`src/rtl/vga_pkg.sv`:
```
// Shared VGA timing constants for the 640x480@60 scan generator and the
// drawing blocks that consume scan_x/scan_y. Derived totals and sync
// boundaries are computed here so every consumer agrees on screen bounds.
package vga_pkg;

    // Counter and coordinate widths
    localparam int CNT_W = 10;
    localparam int X_W   = 10;
    localparam int Y_W   = 9;

    typedef logic [CNT_W-1:0] cnt_t;
    typedef logic [X_W-1:0]   scan_x_t;
    typedef logic [Y_W-1:0]   scan_y_t;

    // Default timing: 100 MHz system clock, 25 MHz pixel rate
    localparam int DEF_CLK_DIV   = 4;
    localparam int DEF_H_VISIBLE = 640;
    localparam int DEF_H_FP      = 16;
    localparam int DEF_H_SYNC    = 96;
    localparam int DEF_H_BP      = 48;
    localparam int DEF_V_VISIBLE = 480;
    localparam int DEF_V_FP      = 10;
    localparam int DEF_V_SYNC    = 2;
    localparam int DEF_V_BP      = 33;

    // Total number of counts in one period (pixels per line or lines per frame)
    function automatic int scan_total(input int visible, input int fp,
                                      input int sync, input int bp);
        return visible + fp + sync + bp;
    endfunction

    // First count at which the sync pulse is active
    function automatic int sync_begin(input int visible, input int fp);
        return visible + fp;
    endfunction

    localparam int H_TOTAL      = scan_total(DEF_H_VISIBLE, DEF_H_FP, DEF_H_SYNC, DEF_H_BP);
    localparam int V_TOTAL      = scan_total(DEF_V_VISIBLE, DEF_V_FP, DEF_V_SYNC, DEF_V_BP);
    localparam int H_SYNC_START = sync_begin(DEF_H_VISIBLE, DEF_H_FP);
    localparam int H_SYNC_END   = H_SYNC_START + DEF_H_SYNC;
    localparam int V_SYNC_START = sync_begin(DEF_V_VISIBLE, DEF_V_FP);
    localparam int V_SYNC_END   = V_SYNC_START + DEF_V_SYNC;

endpackage

```
`src/rtl/pix_tick_gen.sv`:
```
// Pixel-rate tick divider. tick_due is the combinational strobe the scan
// counters advance on; pix_tick is its registered copy, so the pulse seen
// outside rises on the very edge the counters and sync outputs change.
module pix_tick_gen
    import vga_pkg::*;
#(
    parameter int CLK_DIV = DEF_CLK_DIV
)(
    input  logic clk,
    input  logic rst_n,
    output logic tick_due,
    output logic pix_tick
);

    localparam int DIV_W = (CLK_DIV > 1) ? $clog2(CLK_DIV) : 1;
    localparam logic [DIV_W-1:0] DIV_LAST = DIV_W'(CLK_DIV - 1);

    logic [DIV_W-1:0] div_cnt;

    // A stray count above the terminal value also counts as due, so it wraps
    assign tick_due = (div_cnt >= DIV_LAST);

    // Count 0..CLK_DIV-1 and register the one-clk tick pulse
    always_ff @(posedge clk or negedge rst_n) begin
        if (!rst_n) begin
            div_cnt  <= '0;
            pix_tick <= 1'b0;
        end else begin
            if (tick_due) begin
                div_cnt <= '0;
            end else begin
                div_cnt <= div_cnt + 1'b1;
            end
            pix_tick <= tick_due;
        end
    end

endmodule

```
`src/rtl/vga_scan_gen.sv`:
```
// VGA raster scan generator. Produces the horizontal/vertical counters, the
// active-low sync pulses, the visible-area flag and the scan coordinates used
// by the drawing blocks. Every output is registered from the next-state
// counter values so they all change on the same clk edge with zero skew.
module vga_scan_gen
    import vga_pkg::*;
#(
    parameter int CLK_DIV   = DEF_CLK_DIV,
    parameter int H_VISIBLE = DEF_H_VISIBLE,
    parameter int H_FP      = DEF_H_FP,
    parameter int H_SYNC    = DEF_H_SYNC,
    parameter int H_BP      = DEF_H_BP,
    parameter int V_VISIBLE = DEF_V_VISIBLE,
    parameter int V_FP      = DEF_V_FP,
    parameter int V_SYNC    = DEF_V_SYNC,
    parameter int V_BP      = DEF_V_BP
)(
    input  logic            clk,
    input  logic            rst_n,
    output logic            pix_tick,
    output logic            hsync,
    output logic            vsync,
    output logic            video_on,
    output logic [X_W-1:0]  scan_x,
    output logic [Y_W-1:0]  scan_y,
    output logic            frame_start
);

    localparam cnt_t H_LAST = cnt_t'(scan_total(H_VISIBLE, H_FP, H_SYNC, H_BP) - 1);
    localparam cnt_t V_LAST = cnt_t'(scan_total(V_VISIBLE, V_FP, V_SYNC, V_BP) - 1);
    localparam cnt_t H_VIS  = cnt_t'(H_VISIBLE);
    localparam cnt_t V_VIS  = cnt_t'(V_VISIBLE);
    localparam cnt_t H_SS   = cnt_t'(sync_begin(H_VISIBLE, H_FP));
    localparam cnt_t H_SE   = cnt_t'(sync_begin(H_VISIBLE, H_FP) + H_SYNC);
    localparam cnt_t V_SS   = cnt_t'(sync_begin(V_VISIBLE, V_FP));
    localparam cnt_t V_SE   = cnt_t'(sync_begin(V_VISIBLE, V_FP) + V_SYNC);

    logic tick_due;
    logic h_wrap;
    logic v_wrap;
    cnt_t h_cnt;
    cnt_t v_cnt;
    cnt_t h_next;
    cnt_t v_next;

    pix_tick_gen #(
        .CLK_DIV (CLK_DIV)
    ) u_pix_tick_gen (
        .clk      (clk),
        .rst_n    (rst_n),
        .tick_due (tick_due),
        .pix_tick (pix_tick)
    );

    // Next counter values; out-of-range states are treated as terminal so they wrap to 0
    always_comb begin
        h_wrap = (h_cnt >= H_LAST);
        v_wrap = (v_cnt >= V_LAST);
        h_next = h_wrap ? '0 : h_cnt + 1'b1;
        v_next = v_cnt;
        if (h_wrap) begin
            v_next = v_wrap ? '0 : v_cnt + 1'b1;
        end
    end

    // Advance the raster counters once per pixel tick
    always_ff @(posedge clk or negedge rst_n) begin
        if (!rst_n) begin
            h_cnt <= '0;
            v_cnt <= '0;
        end else if (tick_due) begin
            h_cnt <= h_next;
            v_cnt <= v_next;
        end
    end

    // Register syncs, visible flag and coordinates from the next counter values
    always_ff @(posedge clk or negedge rst_n) begin
        if (!rst_n) begin
            hsync    <= 1'b1;
            vsync    <= 1'b1;
            video_on <= 1'b1;
            scan_x   <= '0;
            scan_y   <= '0;
        end else if (tick_due) begin
            hsync    <= !((h_next >= H_SS) && (h_next < H_SE));
            vsync    <= !((v_next >= V_SS) && (v_next < V_SE));
            video_on <= (h_next < H_VIS) && (v_next < V_VIS);
            scan_x   <= h_next;
            scan_y   <= (v_next < V_VIS) ? v_next[Y_W-1:0] : '0;
        end
    end

    // One-clk pulse on the tick that wraps the raster back to the origin
    always_ff @(posedge clk or negedge rst_n) begin
        if (!rst_n) begin
            frame_start <= 1'b0;
        end else begin
            frame_start <= tick_due && h_wrap && v_wrap;
        end
    end

endmodule
```
`config.mk`:
```
export PLATFORM = sky130hd
export DESIGN_NAME = vga_scan_gen
export DESIGN_NICKNAME = d
export VERILOG_FILES = /design/src/rtl/vga_pkg.sv /design/src/rtl/pix_tick_gen.sv /design/src/rtl/vga_scan_gen.sv
export SDC_FILE = /design/constraint.sdc
export NUM_CORES = 1
export LEC_CHECK = 0
export CORE_MARGIN = 2
export CORE_UTILIZATION = 40
export CTS_CLUSTER_DIAMETER = 150
export DETAILED_ROUTE_END_ITERATION = 7
export PLACE_DENSITY = 0.59
export SYNTH_ARGS = -nofsm -noshare
export SYNTH_HDL_FRONTEND = slang
export SYNTH_HIERARCHICAL = 1
export SYNTH_SLANG_ARGS = --single-unit
```
`constraint.sdc`:
```
create_clock -name clk -period 2.3 [get_ports clk]
set_clock_uncertainty 0.15 [all_clocks]
set_input_delay 0.345 -clock clk [delete_from_list [all_inputs] [get_ports clk]]
set_output_delay 0.345 -clock clk [all_outputs]
set_load 0.02 [all_outputs]
```
## After elaboration in Yosys (flattened, before gate mapping)

Index checks and enable logic that the tools add are counted.

- Add/subtract/negate cells: 3
- $lt $le $gt $ge: 9
- Multiplexer cells: 5
- Reductions and logical operators: 7

Operators with widths:

| cell | number |
|---|---|
| greater-or-equal comparator 10 bit (second input constant) | 3 |
| two-way mux 10 bit | 3 |
| adder 10 x 1 -> 10 bit (second input constant) | 2 |
| less-than comparator 10 bit (second input constant) | 2 |
| less-than comparator 10 x 9 -> 1 bit (second input constant) | 2 |
| greater-or-equal comparator 10 x 9 -> 1 bit (second input constant) | 1 |
| two-way mux 9 bit | 1 |
| logical AND 1 bit | 5 |
| adder 2 x 1 -> 2 bit (second input constant) | 1 |
| greater-or-equal comparator 2 bit (second input constant) | 1 |
| logical NOT 1 bit | 2 |
| two-way mux 2 bit | 1 |

- Register bits: 36
- Input port bits: 2
- Output and inout port bits: 24
- Word-level logic and storage cells: 33

## Longest topological paths before layout

Gate-level depths: netlist of the first run.

- Depth after elaboration: 6
- Mapped depth: 8
- Gate-level depth less buffers: 7

## Cells and area by module

The synthesis of the first run kept the hierarchy.

Modules (own cells, without submodules):

| module | times used | cells an instance | area an instance (sq um) | sequential area each (sq um) |
|---|---|---|---|---|
| vga_scan_gen | 1 | 219 | 1921.8 | 829.5 |
| pix_tick_gen | 1 | 5 | 91.3 | 75.1 |

## Worst setup path after synthesis of the first run

No wires, ideal clock.

- Path kind: reg-to-reg
- Start point: reg, netlist name scan_x[0]
- End point: reg scan_y[2]
- Library setup time: 140 ps
- Data arrival time: 2262 ps
- Data required time: 2010 ps
- Slack: -252 ps
- Cell stages (with the launch flop): 8
- Buffers on the path: 0
- Period minus slack after synthesis: 2552 ps
- Cell sequence: dfrtp_1 > ha_1 > nand4_2 > a2111oi_0 > xnor2_1 > o211ai_1 > o22ai_1 > o31ai_1

RTL lines:

| item | line | RTL |
|---|---|---|
| to (signal assigned) | vga_scan_gen.sv:90 | `scan_y <= (v_next < V_VIS) ? v_next[Y_W-1:0] : '0;` |
| to (decl) | vga_scan_gen.sv:25 | `output logic [Y_W-1:0] scan_y,` |

## Final worst setup path of the first run

- Start point: reg v_cnt[6]
- End point: reg scan_y[5]

- Word-level cells in the longest chain between the ends: 5
- Elaborated cells between the ends (all ways): 6
- Those cells by class: 1 x add/sub; 2 x order compare; 3 x mux

RTL lines:

| item | line | RTL |
|---|---|---|
| from (decl) | vga_scan_gen.sv:42 | `cnt_t v_cnt;` |
| from (signal assigned) | vga_scan_gen.sv:73 | `v_cnt <= v_next;` |
| adder 10 x 1 -> 10 bit or greater-or-equal comparator 10 bit (tied branches) | vga_scan_gen.sv:62, vga_scan_gen.sv:58 |  |
| two-way mux 10 bit | vga_scan_gen.sv:62 | `v_next = v_wrap ? '0 : v_cnt + 1'b1;` |
| two-way mux 10 bit (*) | vga_scan_gen.sv:61 | `if (h_wrap) begin` |
| less-than comparator 10 x 9 -> 1 bit | vga_scan_gen.sv:90 |  |
| two-way mux 9 bit (*) | vga_scan_gen.sv:90 |  |

Mark *: on every way between the ends. The rest lies on a longest branch, timed or not.
A chain may end at the register's enable or synchronous reset.

==> results of run 1 <==
==> flip-flops by register name, summed over array words and instances, names as in the netlist <==
| signal | cells |
|---|---|
| v_cnt | 10 |
| scan_y | 9 |
| vsync | 1 |
| scan_x | 10 |
| video_on | 1 |
| hsync | 1 |
| u_pix_tick_gen/pix_tick | 1 |
| frame_start | 1 |
| u_pix_tick_gen/div_cnt | 2 |
==> cell usage after synthesis (3+ instances only) <==
master	n
sky130_fd_sc_hd__dfrtp_1	33
sky130_fd_sc_hd__nand2_1	30
sky130_fd_sc_hd__o21ai_0	26
sky130_fd_sc_hd__nor2_1	14
sky130_fd_sc_hd__a21oi_1	13
sky130_fd_sc_hd__o2bb2ai_1	11
sky130_fd_sc_hd__clkbuf_1	10
sky130_fd_sc_hd__inv_1	9
sky130_fd_sc_hd__nand3_1	7
sky130_fd_sc_hd__nand4_1	5
sky130_fd_sc_hd__nor3_1	5
sky130_fd_sc_hd__ha_1	4
sky130_fd_sc_hd__nand3b_1	4
sky130_fd_sc_hd__o22ai_1	4
sky130_fd_sc_hd__o31ai_1	4
sky130_fd_sc_hd__a2111oi_0	3
sky130_fd_sc_hd__and3_1	3
sky130_fd_sc_hd__dfstp_2	3
sky130_fd_sc_hd__or3_1	3
==> per-layer routing <==
| layer | routed length [um] | GRT usage, % | part of all wire (%) | vias to the layer above |
|---|---|---|---|---|
| met2 | 2420 | 31.7 | 45 | 50 |
| met4 | 41 | 5.95 | 0.76 | 0 |
| li1 | - | - | - | 948 |
| met1 | 2660 | 31.6 | 49 | 923 |
| met3 | 270 | 4.28 | 5.0 | 4 |
| met5 | 0 | 0 | 0 | - |
==> repair_timing <==
action | in CTS | in global routing
hold endpoints to repair | 13 | 0
gates resized for setup | 6 | 17
setup buffers | 4 | 1
hold buffers | 1 | 0
endpoints found under the setup margin | 10 | 14
pin swaps | 4 | 5
==> through the flow <==
step	setup WS, ns	hold slack (ns)	instances	util, %	total power, W
after global routing	-0.149	0.309	353	61.3	0.00148
after CTS	-0.0167	0.289	353	59.1	0.00145
after floorplan	-0.0340	-0.101	224	-	0.000645
final	-0.0768	0.289	353	61.3	0.00143
after detailed placement	-0.116	0.115	340	54.4	0.000661
after global placement	-0.0599	0.117	340	54.4	0.000661
==> cell type report <==
cell class	count	area, um^2
Clock buffer	5	68.8
Clock inverter	3	90.1
Fill cell	413	1850
Inverter	9	33.8
Multi-Input combinational cell	166	1180
Sequential cell	36	910
Tap cell	67	83.8
Timing Repair Buffer	67	571
==> worst paths after layout <==
| kind | to | cells past startpoint | start |
|---|---|---|---|
| setup / recovery | scan_y[5] | 7 | v_cnt[6] |
| hold / removal | u_pix_tick_gen/div_cnt[0] | 1 | u_pix_tick_gen/div_cnt[0] |
| setup reg to reg | scan_y[5] | 7 | v_cnt[6] |
| hold reg to reg | u_pix_tick_gen/div_cnt[0] | 1 | u_pix_tick_gen/div_cnt[0] |
| max in group asynchronous | video_on | 3 | rst_n |
| min in group asynchronous | scan_x[6] | 2 | rst_n |
==> logic make-up after synthesis <==
| logic type | synth area share (%) |
|---|---|
| multiplexers | 1.06 |
| buffers and inverters | 4.23 |
| AO/OA/AOI/OAI | 25.8 |
| flip-flops | 44.9 |
| adder cells (fa/ha/maj) | 2.49 |
| XOR/XNOR | 0.870 |
| AND/OR/NAND/NOR | 20.6 |
==> report_power, final <==
group          switching, W  internal, W  total (W)  leakage (nW)
clock network      0.000239     0.000542   0.000782        0.0784
logic             0.0000131   0.00000395  0.0000171         0.597
registers                 0     0.000633   0.000633         0.473
==> metrics.txt, run 1 <==
final setup violation count=10; leakage=1.15 nW; number of register bits inferred by synthesis=36; critical path start-end classification=register to register; total clock sinks=36; all-layer global routing usage=21.3%; DRC errors left=0; Worst EP required=2.32 ns; number of enable flip-flop cells after synthesis=0; buffers plus inverters on the worst setup path=1; Crit Path Max Fanout=8; Hold Vio Cnt, Final=0; number of nets at the end of the flow=291; final worst path period share=103%; Final Max Tran Viols=0; final weighted congestion in routability-driven placement=1.04; cell type with the largest total area after synthesis=sky130_fd_sc_hd__dfrtp_1; time the final worst path needs with I/O delays and setup=2.38 ns; Total Negative Setup Slacks=-0.489 ns; Max-slew headroom=65.5%; area grow syn2layout=45.7%; standard cell area after detailed placement=2610 um^2; maximum number of buffers from clock root to sink=2; average instance area after synthesis=8.99 um^2; family with the most delay on the worst path=compound AO/OA/AOI/OAI gates; via count of the first global-routing pass=1808; CP most frequent cell=sky130_fd_sc_hd__o22ai_2; initial cell density of the core=42.1%; Max stage delay on crit path=0.57 ns; die outline width=74.9 um; Pre-Repair DR Iteration Count=4; H-Tree Level Count=2; synthesized instance count=224; Tightest Pin Transition=0.513 ns; number of antenna diodes=0; kind of capture point of the worst setup path=register; Total Die Area=5620 um^2; achievable clock frequency=421 MHz; Cell Chain, Critical Path=or4_4 -> o31a_4 -> o22ai_2 -> o211ai_1 -> o22ai_2 -> buf_6 -> o2bb2ai_1; clk root buf=sky130_fd_sc_hd__clkbuf_8; Design Area, Final=2930 um^2; synth top area cells=sky130_fd_sc_hd__dfrtp_1, sky130_fd_sc_hd__o21ai_0, sky130_fd_sc_hd__nand2_1, sky130_fd_sc_hd__o2bb2ai_1, sky130_fd_sc_hd__dfstp_2; Most used DFF post-synth=sky130_fd_sc_hd__dfrtp_1; slack of the critical path=-0.0768 ns; fraction of final layout cells with drive strength greater than 1=28.0%; Post-Syn Nets=230; number of I/O pins=26; area share of the largest cell type after synthesis=41.0%; Crit-path slowest cell=sky130_fd_sc_hd__or4_4; Synth Warn #=6; Clk Latency, worst-skew pair=0.30 ns; CTS tree=done; most used cells in the layout excluding fill and tap cells=sky130_fd_sc_hd__buf_4, sky130_fd_sc_hd__nand2_1, sky130_fd_sc_hd__dfrtp_1; max-capacitance violation count=0; R2R setup slack=-0.08 ns; RSZ-0062 raised after global routing=true; number of antenna-violating nets in the routed design=0; post-synthesis sequential area ratio=44.9%; initial antenna violation count=0; distinct cell type count after synthesis=44; worst-case vdd ir drop=0.347 mV; wire length of the first global-routing pass=8.98 mm; aggregate routed wire length=5.40 mm; Die Y-Extent=74.9 um; crit start category=register; path type of the worst min-delay path=register to register; pin count of the biggest net entering global routing=22; clock-pin slew on the worst setup and hold paths=0.08 ns; violated checks=negative setup slack; Core Area=4790 um^2; placed wire-length estimate after detailed placement=3.88 mm; share of flip-flops with an asynchronous set or reset after synthesis=100%; first-iteration detailed-routing DRC count=87; Pwr per Cell Area=488 nW/um^2; cts bufs inserted=5; arrival time of data at the critical path endpoint=2.40 ns; most common cell after layout, fill and taps aside=sky130_fd_sc_hd__buf_4; Buffers on Ports=25; cell area after technology mapping=2010 um^2; grt ovf=0; DR vias/cell=5.45; via count=1925; routed wire length per instance=15.3 um; Core Rows=25; status=complete, but fails checks
Note: power is estimated with default switching activity, not from simulation.
==> inputs of run 2 (changes only) <==
- CORE_MARGIN: 2 -> 8
==> run 2 against run 1 <==
The run ends with negative hold slack, negative setup slack left; global-route usage down 5.7 points; sequential cell count is the same; clock power fell by 41%; core utilization decreased by 3.9 points; sequential power about the same; non-clock buffer count up 5; die area rose by 35%; count of clock-buffer cells in the layout increased by 3; via count up 0.16%; final area down 2.6%; maximum frequency is 1.1% higher; final cell count increased by 2.3%.
==> metrics.txt, run 2 (same netlist as run 1, synthesis figures left out) <==
status=complete, but fails checks; violated checks=negative hold slack, negative setup slack; initial antenna violation count=0 (unchanged); all-layer global routing usage=15.6% (-5.7 points); Reg2Reg Depth=6 (-1); number of nets at the end of the flow=296 (+1.7%); RSZ-0062 raised after global routing=true; max-capacitance violation count=0 (unchanged); Hold-fix buffers, CTS=0 (-1); DR vias/cell=5.34 (-2.1%); grt ovf=0 (unchanged); Crit-path slowest cell=sky130_fd_sc_hd__or4_4; registers with the most flip-flops=scan_x: 10 flops, v_cnt: 10 flops, scan_y: 9 flops; Pre-Repair DR Iteration Count=4 (unchanged); first-iteration detailed-routing DRC count=158 (+82%); Tightest Pin Transition=0.810 ns (+0.297 ns); via count=1928 (+0.16%); final worst path period share=102% (-1.1 points); routed wire length per instance=15.9 um (+3.8%); Pwr per Cell Area=389 nW/um^2 (-20%); CTS tree=done; Crit Path Max Fanout=5 (-3); leakage=1.11 nW (-3.0%); most used cells in the layout excluding fill and tap cells=sky130_fd_sc_hd__buf_4, sky130_fd_sc_hd__dfrtp_1, sky130_fd_sc_hd__nand2_1; DRC errors left=0 (unchanged); Buffers on Ports=25 (unchanged); clk root buf=sky130_fd_sc_hd__clkbuf_8; time the final worst path needs with I/O delays and setup=2.35 ns (-0.0251 ns); via count of the first global-routing pass=1877 (+3.8%); Core Rows=26 (+4.0%); area grow syn2layout=42.0%; Max stage delay on crit path=0.57 ns (about the same); H-Tree Level Count=2 (unchanged); smallest hold slack=-0.0101 ns (-0.299 ns); critical path start-end classification=register to register; path type of the worst min-delay path=input pin to asynchronous set/reset pin; Die Y-Extent=86.9 um (+16%); Hold Vio Cnt, Final=9 (+9); initial cell density of the core=40.4% (-1.6 points); maximum number of buffers from clock root to sink=2 (unchanged); cts bufs inserted=5 (unchanged); Worst EP required=2.36 ns (+0.04 ns); number of I/O pins=26 (unchanged); placed wire-length estimate after detailed placement=4.02 mm (+3.6%); Total Negative Setup Slacks=-0.0517 ns (+0.437 ns); Core Area=4980 um^2 (+4.0%); final setup violation count=1 (-9); die outline width=86.9 um (+16%); Total Die Area=7560 um^2 (+35%); final weighted congestion in routability-driven placement=0.899 (-14%); arrival time of data at the critical path endpoint=2.41 ns (about the same); pin count of the biggest net entering global routing=39 (+77%); number of antenna-violating nets in the routed design=0 (unchanged); Cell Chain, Critical Path=or4_4 -> o31a_4 -> nor3_4 -> o211ai_1 -> or2_1 -> o32a_1; Final Max Tran Viols=0 (unchanged); worst-case vdd ir drop=0.294 mV (-15%); overall power of the completed layout=0.00111 W (-22%); crit start category=register; Max-slew headroom=46.0% (-20 points); achievable clock frequency=425 MHz (+1.1%); fraction of final layout cells with drive strength greater than 1=27.1% (-0.82 points); clock-pin slew on the worst setup and hold paths=0.07 ns (about the same); total clock sinks=36 (unchanged); slack of the critical path=-0.0517 ns (+0.0251 ns); wire length of the first global-routing pass=9.23 mm (+2.7%); Clk Latency, worst-skew pair=0.29 ns (about the same); kind of capture point of the worst setup path=register; aggregate routed wire length=5.73 mm (+6.2%); most common cell after layout, fill and taps aside=sky130_fd_sc_hd__buf_4; number of antenna diodes=0 (unchanged)
==> run 2: cell count changes in the layout (fill, tap and decap cells not counted), moves of 3 or more <==
cell	delta
sky130_fd_sc_hd__bufinv_16	-3
sky130_fd_sc_hd__o2bb2ai_4	-4
sky130_fd_sc_hd__buf_4	+6
sky130_fd_sc_hd__o2bb2ai_1	+5
==> run 2: path summary, 6_finish.rpt <==
check	from	endpoint	slack, ns
worst max-delay path	v_cnt[7]	vsync	-0.05
worst min-delay path	rst_n	scan_x[5]	-0.01
worst max register to register	v_cnt[7]	vsync	-0.05
worst min register to register	u_pix_tick_gen/div_cnt[0]	u_pix_tick_gen/div_cnt[0]	0.27
max in group asynchronous	rst_n	scan_x[1]	1.45
min in group clk	u_pix_tick_gen/div_cnt[0]	u_pix_tick_gen/div_cnt[0]	0.27
==> run 2: area by class of cell <==
type	instances	area [um^2]
inverters	9	33.8
well taps	70	87.6
multi-input cells	166	1120
clock buffers	8	90.1
repair buffers	72	614
flip-flops and latches	36	907
fillers	445	2120
==> run 2: per-stage QoR <==
stage                     util [%]  setup WS [ns]  std cells  instance area, um^2
after floorplan                  -        -0.0340        224                 2050
after global placement        53.0        -0.0554        345                 2640
after detailed placement      53.0         -0.113        345                 2640
after CTS                     55.2        -0.0667        354                 2750
after global routing          57.4         -0.140        361                 2860
final                         57.4        -0.0517        361                 2860
==> run 2: worst max-delay path, delay by kind of cell, from the launching register on <==
| family | cells | cell delay [ns] |
|---|---|---|
| and+or+nand+nor | 3 | 0.98 |
| DFF | 1 | 0.38 |
| AOI/OAI and AO/OA | 3 | 0.78 |
==> run 2: timing repair <==
| item | 4_1_cts | 5_1_grt |
|---|---|---|
| endpoints found under the setup margin | 10 | 13 |
| resized for setup | 3 | 12 |
| buffers inserted | 1 | 7 |
| pin swaps | 2 | 6 |
==> run 2: metal layers <==
| layer | global-route usage, % | up-vias | part of all wire (%) | wire length, um |
|---|---|---|---|---|
| met1 | 20.2 | 920 | 48 | 2730 |
| met4 | 5.48 | 0 | 1.2 | 67 |
| met5 | 0 | - | 0 | 0 |
| met2 | 24.8 | 44 | 46 | 2630 |
| li1 | - | 959 | - | - |
| met3 | 3.58 | 5 | 5.3 | 306 |
==> run 2: report_power, final <==
part / total [W] / leakage, nW / internal, W / switching, W
sequential: 0.000633 / 0.475 / 0.000633 / 0
clock: 0.000465 / 0.0455 / 0.000244 / 0.000221
combinational: 0.0000126 / 0.594 / 0.000000613 / 0.0000120
total: 0.00111 / 1.11 / 0.000878 / 0.000233
==> inputs of run 3 (changes only) <==
--- a/constraint.sdc
+++ b/constraint.sdc
@@ -4,2 +4,2 @@
 set_output_delay 0.345 -clock clk [all_outputs]
-set_load 0.02 [all_outputs]
+set_load 0.01 [all_outputs]
==> run 3 against run 2 <==
The flow still finishes with violations (negative hold slack, negative setup slack); global-route usage shrank 0.25 points; core utilization shrank 0.30 points; via count grew 0.31%; sequential share of layout area grew 0.080 points; first-iteration DRC count shrank 43%; non-clock buffer count shrank 4; total power grew 8.4%; final area shrank 0.53%; maximum frequency shrank 2.2%; sequential cell count is the same; final cell count shrank 1.1%; largest power group unchanged; highest routed layer unchanged.
==> metrics.txt, run 3 (same netlist as run 1, synthesis figures left out) <==
status=complete, but fails checks; violated checks=negative hold slack, negative setup slack; via count=1934 (+0.31%); Cell Chain, Critical Path=or4_4 -> o31a_4 -> nor3_4 -> o211ai_1 -> or2_1 -> o32a_1; crit start category=register; time the final worst path needs with I/O delays and setup=2.40 ns (+0.0532 ns); kind of capture point of the worst setup path=register; Design Area, Final=2840 um^2 (-0.53%); via count of the first global-routing pass=1927 (+2.7%); smallest hold slack=-0.000915 ns (+0.00923 ns); DRC errors left=0 (unchanged); grt ovf=0 (unchanged); Total Negative Setup Slacks=-0.494 ns (-0.443 ns); leakage=1.14 nW (+2.5%); standard cell area after detailed placement=2620 um^2 (-0.47%); Die Y-Extent=86.9 um (unchanged); arrival time of data at the critical path endpoint=2.47 ns (+0.06 ns); wire length of the first global-routing pass=9.27 mm (+0.52%); pin count of the biggest net entering global routing=37 (-5.1%); most common cell after layout, fill and taps aside=sky130_fd_sc_hd__buf_4; Multi-input gate area=1130 um^2 (+0.78%); clk root buf=sky130_fd_sc_hd__clkbuf_8; area grow syn2layout=41.2%; Buffers on Ports=25 (unchanged); Max-slew headroom=44.7% (-1.3 points); overall power of the completed layout=0.00120 W (+8.4%); number of I/O pins=26 (unchanged); Reg2Reg Depth=6 (unchanged); critical path start-end classification=register to register; first-iteration detailed-routing DRC count=90 (-43%); maximum number of buffers from clock root to sink=2 (unchanged); RSZ-0062 raised after global routing=true; final worst path period share=105% (+2.3 points); path type of the worst min-delay path=input pin to asynchronous set/reset pin; Tightest Pin Transition=0.830 ns (+0.0199 ns); registers with the most flip-flops=scan_x: 10 flops, v_cnt: 10 flops, scan_y: 9 flops; DR vias/cell=5.42 (+1.4%); achievable clock frequency=416 MHz (-2.2%); aggregate routed wire length=5.55 mm (-3.1%); Worst EP required=2.37 ns (about the same); H-Tree Level Count=2 (unchanged); die outline width=86.9 um (unchanged); initial antenna violation count=0 (unchanged); max-capacitance violation count=0 (unchanged); slack of the critical path=-0.105 ns (-0.0532 ns); total clock sinks=36 (unchanged); Core Area=4980 um^2 (unchanged); initial cell density of the core=40.4% (unchanged); placed wire-length estimate after detailed placement=4.00 mm (-0.60%); cts bufs inserted=5 (unchanged); Hold Vio Cnt, Final=2 (-7); Pre-Repair DR Iteration Count=4 (unchanged); Crit-path slowest cell=sky130_fd_sc_hd__or4_4; worst-case vdd ir drop=0.264 mV (-10%); Clk Latency, worst-skew pair=0.29 ns (about the same); clock-pin slew on the worst setup and hold paths=0.08 ns (about the same); final setup violation count=10 (+9); Core Rows=26 (unchanged); family with the most delay on the worst path=simple AND/OR/NAND/NOR gates; Sequential Area=905 um^2 (-0.28%); buffers plus inverters on the worst setup path=0 (unchanged); all-layer global routing usage=15.4% (-0.25 points); FILL cells=455 (+2.2%); terminus of the critical flop-to-flop path=vsync; fraction of final layout cells with drive strength greater than 1=28.2% (+1.1 points); Pwr per Cell Area=424 nW/um^2 (+8.9%); number of nets at the end of the flow=292 (-1.4%); routed wire length per instance=15.5 um (-2.1%); number of antenna-violating nets in the routed design=0 (unchanged); R2R setup slack=-0.10 ns (-0.05 ns); number of antenna diodes=0 (unchanged); Final Max Tran Viols=0 (unchanged); Crit Path Max Fanout=5 (unchanged); Max stage delay on crit path=0.56 ns (about the same); start of the worst register-to-register path=v_cnt[7]; most used cells in the layout excluding fill and tap cells=sky130_fd_sc_hd__buf_4, sky130_fd_sc_hd__dfrtp_1, sky130_fd_sc_hd__nand2_1; final weighted congestion in routability-driven placement=0.918 (+2.1%); Total Die Area=7560 um^2 (unchanged); CTS tree=done
[run 3: cell types whose count changed in the layout (fill, tap and decap cells not counted), moves of 2 or more]
cell | before | now
sky130_fd_sc_hd__nor2_1 | 13 | 11
sky130_fd_sc_hd__dfrtp_2 | 2 | 0
sky130_fd_sc_hd__a2111oi_4 | 2 | 0
sky130_fd_sc_hd__a2111oi_2 | 0 | 2
sky130_fd_sc_hd__o2bb2ai_2 | 0 | 7
sky130_fd_sc_hd__nor2_2 | 1 | 3
sky130_fd_sc_hd__dfrtp_1 | 31 | 33
sky130_fd_sc_hd__buf_4 | 45 | 42
sky130_fd_sc_hd__clkbuf_1 | 2 | 0
sky130_fd_sc_hd__o2bb2ai_1 | 11 | 4
[run 3: worst max path at each step]
| stage | slack (ns) | cells past startpoint | end | startpoint |
|---|---|---|---|---|
| global route | -0.17 | 6 | vsync | v_cnt[7] |
| global placement | -0.05 | 6 | vsync | v_cnt[7] |
| detailed placement | -0.09 | 6 | vsync | v_cnt[7] |
| CTS | -0.08 | 6 | vsync | v_cnt[7] |
| finish | -0.10 | 6 | vsync | v_cnt[7] |
| floorplan | -0.03 | 6 | vsync | v_cnt[7] |
[run 3: power by group]
part / internal [W] / switching (W) / total, W
Clock: 0.000321 / 0.000238 / 0.000558
Combinational: 0.000000613 / 0.0000123 / 0.0000129
Sequential: 0.000633 / 0 / 0.000633
[run 3: metal layers]
layer	global-route usage, %	vias up	part of all wire [%]	routed length (um)
li1	-	953	-	-
met1	19.7	932	47	2630
met2	24.7	42	46	2530
met3	3.87	7	5.6	310
met4	4.69	0	1.4	76
met5	0	-	0	0
[run 3: final cells by class]
class / count / share of cell area (%)
Tap cell: 70 / 3.08
Multi-Input combinational cell: 166 / 39.9
Timing Repair Buffer: 68 / 20.1
Clock buffer: 5 / 2.42
Inverter: 9 / 1.19
Clock inverter: 3 / 1.50
Sequential cell: 36 / 31.8
[run 3: per-stage QoR]
step                hold slack (ns)  cells  util, %  setup WS [ns]
finish                    -0.000915    357     57.1         -0.105
global route                 0.0705    357     57.1         -0.169
CTS                          0.0252    358     56.5        -0.0813
detailed placement            0.275    347     52.7        -0.0939
global placement              0.269    347     52.7        -0.0536
floorplan                    -0.101    224        -        -0.0340
[run 3: what timing repair did]
item	4_1_cts	5_1_grt
pin swaps	8	4
buffers inserted	3	0
setup endpoints to repair	10	12
hold buffers	0	0
gates resized for setup	10	8
